===== src/rtl/msgpass_addr_gen_pkg.sv =====
// Shared types and default sizing for the message-pass buffer read-address generator.
package msgpass_addr_gen_pkg;

   typedef enum logic [0:0] {
      IDLE = 1'b0,
      RUN  = 1'b1
   } rd_state_e;

   localparam int DEF_BUFF_DEPTH   = 16;
   localparam int DEF_ADDR_WIDTH   = 4;
   localparam int DEF_INC_STEP_ALT = 2;

endpackage


===== src/rtl/msgpass_wrap_counter.sv =====
// Modulo-DEPTH counter with clear, hold and a selectable step (1 or STEP_ALT).
// STEP_ALT must be smaller than DEPTH so a single subtraction wraps correctly.
module msgpass_wrap_counter
   import msgpass_addr_gen_pkg::*;
#(
   parameter int DEPTH    = DEF_BUFF_DEPTH,
   parameter int WIDTH    = DEF_ADDR_WIDTH,
   parameter int STEP_ALT = DEF_INC_STEP_ALT
) (
   input  logic             clk_i,
   input  logic             rst_i,
   input  logic             clear_i,
   input  logic             hold_i,
   input  logic             step_sel_i,
   output logic [WIDTH-1:0] cnt_o
);

   localparam logic [WIDTH:0] DEPTH_W    = (WIDTH+1)'(DEPTH);
   localparam logic [WIDTH:0] STEP_ALT_W = (WIDTH+1)'(STEP_ALT);

   logic [WIDTH-1:0] cnt_q;
   logic [WIDTH-1:0] cnt_d;
   logic [WIDTH:0]   step_s;
   logic [WIDTH:0]   sum_s;

   // Next count: one extra sum bit keeps the wrap compare free of overflow.
   always_comb begin
      step_s = (step_sel_i == 1'b1) ? STEP_ALT_W : (WIDTH+1)'(1);
      sum_s  = {1'b0, cnt_q} + step_s;
      if (clear_i == 1'b1) begin
         cnt_d = '0;
      end else if (hold_i == 1'b1) begin
         cnt_d = cnt_q;
      end else if (sum_s >= DEPTH_W) begin
         cnt_d = WIDTH'(sum_s - DEPTH_W);
      end else begin
         cnt_d = WIDTH'(sum_s);
      end
   end

   // Count register.
   always_ff @(posedge clk_i or posedge rst_i) begin
      if (rst_i) begin
         cnt_q <= '0;
      end else begin
         cnt_q <= cnt_d;
      end
   end

   assign cnt_o = cnt_q;

endmodule


===== src/rtl/msgpass_rd_addr_gen.sv =====
// Read-address generator for the message-pass buffer: begin/end pulses, DRC hold, wrap.
// Optional MSGPASS_ADDR_INC_SEL_EN adds incrementSrc_sel_i to choose step 1 or INC_STEP_ALT.
module msgpass_rd_addr_gen
   import msgpass_addr_gen_pkg::*;
#(
   parameter int BUFF_DEPTH   = DEF_BUFF_DEPTH,
   parameter int ADDR_WIDTH   = DEF_ADDR_WIDTH,
   parameter int INC_STEP_ALT = DEF_INC_STEP_ALT
) (
   input  logic                  sys_clk,
   input  logic                  rst,
   input  logic                  buffer_read_begin_i,
   input  logic                  buffer_read_end_i,
   input  logic                  is_drc_i,
`ifdef MSGPASS_ADDR_INC_SEL_EN
   input  logic                  incrementSrc_sel_i,
`endif
   output logic [ADDR_WIDTH-1:0] addr_o,
   output logic                  cen_o,
   output logic                  start_once_o,
   output logic                  busy_o
);

   rd_state_e state_q;
   logic      cen_q;
   logic      start_q;
   logic      cnt_clr_s;
   logic      cnt_hold_s;
   logic      step_sel_s;

`ifdef MSGPASS_ADDR_INC_SEL_EN
   assign step_sel_s = incrementSrc_sel_i;
`else
   assign step_sel_s = 1'b0;
`endif

   // Counter control: cleared outside RUN and on end, end beats a DRC hold.
   always_comb begin
      cnt_clr_s  = 1'b1;
      cnt_hold_s = 1'b0;
      case (state_q)
         IDLE: begin
            cnt_clr_s  = 1'b1;
            cnt_hold_s = 1'b0;
         end
         RUN: begin
            if (buffer_read_end_i == 1'b1) begin
               cnt_clr_s  = 1'b1;
               cnt_hold_s = 1'b0;
            end else if (is_drc_i == 1'b1) begin
               cnt_clr_s  = 1'b0;
               cnt_hold_s = 1'b1;
            end else begin
               cnt_clr_s  = 1'b0;
               cnt_hold_s = 1'b0;
            end
         end
         default: begin
            cnt_clr_s  = 1'b1;
            cnt_hold_s = 1'b0;
         end
      endcase
   end

   // Sweep FSM with registered chip-enable and first-cycle start pulse.
   always_ff @(posedge sys_clk or posedge rst) begin
      if (rst) begin
         state_q <= IDLE;
         cen_q   <= 1'b0;
         start_q <= 1'b0;
      end else begin
         case (state_q)
            IDLE: begin
               if (buffer_read_begin_i == 1'b1) begin
                  state_q <= RUN;
                  cen_q   <= 1'b1;
                  start_q <= 1'b1;
               end else begin
                  state_q <= IDLE;
                  cen_q   <= 1'b0;
                  start_q <= 1'b0;
               end
            end
            RUN: begin
               start_q <= 1'b0;
               if (buffer_read_end_i == 1'b1) begin
                  state_q <= IDLE;
                  cen_q   <= 1'b0;
               end else begin
                  state_q <= RUN;
                  cen_q   <= 1'b1;
               end
            end
            default: begin
               state_q <= IDLE;
               cen_q   <= 1'b0;
               start_q <= 1'b0;
            end
         endcase
      end
   end

   msgpass_wrap_counter #(
      .DEPTH    (BUFF_DEPTH),
      .WIDTH    (ADDR_WIDTH),
      .STEP_ALT (INC_STEP_ALT)
   ) u_addr_cnt (
      .clk_i      (sys_clk),
      .rst_i      (rst),
      .clear_i    (cnt_clr_s),
      .hold_i     (cnt_hold_s),
      .step_sel_i (step_sel_s),
      .cnt_o      (addr_o)
   );

   assign cen_o        = cen_q;
   assign busy_o       = cen_q;
   assign start_once_o = start_q;

endmodule


===== config.mk =====
export PLATFORM = sky130hd
export DESIGN_NAME = msgpass_rd_addr_gen
export DESIGN_NICKNAME = d
export VERILOG_FILES = /design/src/rtl/msgpass_addr_gen_pkg.sv /design/src/rtl/msgpass_wrap_counter.sv /design/src/rtl/msgpass_rd_addr_gen.sv
export SDC_FILE = /design/constraint.sdc
export NUM_CORES = 1
export LEC_CHECK = 0
export CORE_AREA = 2 2 39 41
export DETAILED_ROUTE_END_ITERATION = 12
export DIE_AREA = 0 0 41 43
export PLACE_DENSITY_LB_ADDON = 0.08
export SLEW_MARGIN = 20
export SYNTH_ARGS = -nofsm -noshare
export SYNTH_HDL_FRONTEND = slang
export SYNTH_SLANG_ARGS = --single-unit

===== constraint.sdc =====
create_clock -name sys_clk -period 2.94 [get_ports sys_clk]
set_input_delay 0.441 -clock sys_clk [delete_from_list [all_inputs] [get_ports sys_clk]]
set_output_delay 0.441 -clock sys_clk [all_outputs]
set_load 0.05 [all_outputs]

-- Word-level counts from Yosys, hierarchy flattened
Cells that the tools add are included.
- register bits: 6
- word-level logic and storage cells: 20
- add/subtract/negate cells: 2
- order comparisons: 1
- equality and inequality tests: 1
- multiplexer cells: 12
- bitwise gates (word level): 1
- operator list (kind ; number):
    4-bit 2-to-1 mux ; 3
    1-bit case mux with 2 select lines ; 4
    4-bit by 1-bit adder with 5-bit output (second input constant) ; 1
    5-bit greater-or-equal comparator (second input constant) ; 1
    1-bit 2-to-1 mux ; 5
    4-bit by 1-bit subtractor with 4-bit output (second input constant) ; 1
    2-bit inequality test (second input constant) ; 1
    1-bit NOT ; 1

-- Longest topological paths before layout
- word-level depth: 5
- depth in mapped cells: 4
- mapped depth without buffers: 4

-- By module
Synthesis repeated with hierarchy kept, for this count alone.
- cells, all modules: 31
- area, all modules: 345.3 µm²
- by module, submodules not included (module ; instances ; cells each ; area an instance (µm²)):
    msgpass_wrap_counter ; 1 ; 21 ; 236.5
    msgpass_rd_addr_gen ; 1 ; 10 ; 108.9

-- Worst setup path after synthesis
No wires, ideal clock.
- path type: register to output
- start point: register cen_q (netlist: busy_o)
- end point: output cen_o
- data arrival time: 0.936 ns
- slack: 1.563 ns
- stages on the path, launching flop included: 2
- path buffers: 1
- cells stage by stage: dfrtp_1 > buf_4
- RTL lines (item ; RTL line ; RTL):
    start, declared ; msgpass_rd_addr_gen.sv:25 ; logic cen_q;
    start signal, assigned ; msgpass_rd_addr_gen.sv:69 ; cen_q <= 1'b0;
    start signal, assigned ; msgpass_rd_addr_gen.sv:76 ; cen_q <= 1'b1;
    start signal, assigned ; msgpass_rd_addr_gen.sv:80 ; cen_q <= 1'b0;
    end, declared ; msgpass_rd_addr_gen.sv:19 ; output logic cen_o,
No word-level cell between the ends.

-- Worst setup path in the final report
- start point: register cen_q (netlist: busy_o)
- end point: output cen_o
No word-level cell between the ends.

==> summary.json <==
{
  "timing.final.setup_violations": 0,
  "grt_util_all_layers_pct": 7.778,
  "hp-class": "in2async",
  "syn-cell-area_um2": 259.0,
  "clk-insertion-delay-late_ps": 240,
  "antenna-diode-count": 0,
  "ctsHoldBuffers": 0,
  "finalMaxSlewViolations": 0,
  "layout.filler_cells": 152,
  "p_clk_share_pct": 33.4,
  "port_buffers": 11,
  "cts_inserted_buffers": 3,
  "timing.critical_path.slowest_stage_cell": "sky130_fd_sc_hd__clkdlybuf4s50_1",
  "commonest_non_fill_non_tap_cell_in_the_layout": "sky130_fd_sc_hd__clkdlybuf4s50_1",
  "die_h_um": 43,
  "global_route.overflow_total": 0,
  "route.antenna.remaining_nets": 0,
  "run_status": "finished clean",
  "worst_slew_margin_rel_pct": 66.25,
  "critical_path_peak_fanout": 5,
  "final_net_count": 44,
  "syn_to_final_growth_pct": 56.04,
  "clkTransAtPathRegs_ps": 40,
  "pin_count_of_the_biggest_net_entering_global_routing": 7,
  "routabilityCongestion": 0.5336,
  "leakage_uw": 0.0001848,
  "drt-vias-per-instance": 3.827,
  "criticalPathCategory": "reg2out",
  "period_minus_slack_ps": 1900,
  "vdd_ir_drop_max_mv": 0.2186,
  "timing.setup.tns_ps": 0,
  "cell_family_contributing_the_most_delay_on_the_critical_path": "buffers and inverters",
  "wl_um": 527,
  "cts_tree": "built",
  "critPathMaxStageDelay_ps": 830,
  "sw_frac_of_total_pct": 30.08,
  "ys_warn_count": 0,
  "sequentialPowerShare_pct": 42.0,
  "synth_fp_nets": 29,
  "floorplan.rows": 14,
  "number_of_global_route_vias_before_repair": 218,
  "clockRootBuffer": "sky130_fd_sc_hd__clkbuf_4",
  "initial_utilization_pct": 18.72,
  "postSynthCellCount": 23,
  "power.internal_uw": 152.8,
  "floorplan.core_area_mm2": 0.001384,
  "ff_to_ff_setup_slack_ps": 1880,
  "drive_gt1_share_pct": 8.333,
  "clock_path_buffers": 2,
  "most_frequent_cells_in_the_layout": "sky130_fd_sc_hd__clkdlybuf4s50_1, sky130_fd_sc_hd__dfrtp_1, sky130_fd_sc_hd__nor2_1",
  "cts_resized": 0,
  "routedWlPerCell_um": 10.13,
  "fmax_ghz": 0.5262,
  "switching_power_uw": 65.73,
  "synth_cell_type_count": 12,
  "finalInstanceArea_um2": 404.1,
  "num_io_pins": 12,
  "ys_seq_area_share_pct": 57.97,
  "global_route_wire_length_before_repair_um": 834,
  "die-area_mm2": 0.001763,
  "launching_element_type_of_the_critical_path": "flip-flop",
  "drc_errors": 0,
  "ctsHtreeMaxLevel": 1,
  "pwrdens_mw_per_mm2": 540.7,
  "critical_path_required_ps": 2500,
  "critPathBufInv": 1,
  "path_cells": "clkdlybuf4s50_1",
  "antenna_found_initial": 0,
  "crit_arrival_ps": 1460,
  "cap_violations": 0,
  "post_synth.cell_area_avg_um2": 11.26,
  "final.period_utilization_pct": 64.64,
  "rsz_0062_raised_after_global_routing": "no",
  "dr_total_vias": 199,
  "max_slew.worst_pin.slew_ps": 504.7,
  "cts.repair_timing.setup_buffer_count": 0,
  "drt_first_iter_violations": 4,
  "hold_viol_final": 0,
  "drtPass1Iterations": 2,
  "die_w_um": 41,
  "placedInstanceArea_um2": 381.6,
  "ys_seq_elements": 6,
  "setup_crit_end_kind": "primary output",
  "clkSinkCount": 6,
  "dpl.hpwl_um": 423.7,
  "timing.clock.skew_ps": 2.837,
  "combPwrFrac_pct": 24.5
}
final timing paths:
kind                                       end           startpoint  depth (start not counted)
max in group asynchronous               busy_o                  rst                          2
setup / recovery                         cen_o               busy_o                          1
setup reg to reg           u_addr_cnt.cnt_o[2]  u_addr_cnt.cnt_o[0]                          4
hold reg to reg                   start_once_o               busy_o                          1
hold / removal             u_addr_cnt.cnt_o[3]                  rst                          2
min in group sys_clk              start_once_o               busy_o                          1
power groups by stage:
stage	Combinational, µW	Sequential [µW]	Clock, µW
floorplan	18.2	110	0
global placement	54.0	92.7	0
detailed placement	54.3	93.4	0
CTS	54.6	92.1	77.6
global route	57.1	92.9	83.9
finish	53.6	91.9	73.0
layer usage:
layer / share of wire (%) / vias up / GRT usage [%]
met5: 0 / - / 0
met2: 51 / 9 / 10.31
met4: 0 / 0 / 8.000
met3: 8.7 / 0 / 3.665
li1: - / 98 / -
met1: 40 / 92 / 8.197
sequential cells by signal, summed over array words and instances, names as in the netlist:
name and cells:
busy_o 1, start_once_o 1, u_addr_cnt.cnt_o 4
cells in the mapped netlist (all sizes together):
master	count	area (µm²)
dfrtp	6	150.1
nor2	5	18.77
inv	2	7.510
xor2	2	17.52
buf	1	7.510
ha	1	12.51
mux2i	1	10.01
nand2b	1	6.260
nand4b	1	8.760
nor2b	1	6.260
o21ai	1	5.000
xnor2	1	8.760
logic make-up (layout without fill, tap and decap cells):
family / after synthesis / after routing / share of synthesized area [%]
simple gates: 8 / 8 / 15.46
flops: 6 / 6 / 57.97
xor+xnor: 3 / 3 / 10.15
buf+inv: 3 / 16 / 5.799
fa+ha+maj: 1 / 1 / 4.830
compound gates: 1 / 1 / 1.931
mux: 1 / 1 / 3.865
stage by stage:
stage | cells | setup WS, ps | utilization [%] | total power (µW) | hold slack (ps)
global placement | 49 | 1300 | 27.58 | 146.6 | 480.6
global route | 52 | 966.6 | 29.20 | 234.0 | 426.3
finish | 52 | 1040 | 29.20 | 218.5 | 425.9
floorplan | 23 | 1563 | - | 127.9 | 232.0
detailed placement | 49 | 1273 | 27.58 | 147.6 | 492.3
CTS | 52 | 1009 | 29.20 | 224.3 | 434.0
area by class of cell:
class	instances	area (µm²)	area share [%]
clock buffers	3	22.52	5.573
repair buffers	11	110.1	27.24
inverters	2	7.507	1.858
flip-flops and latches	6	150.1	37.15
well taps	16	20.02	4.954
multi-input cells	14	93.84	23.22
Note: power is estimated with default switching activity, not from simulation.
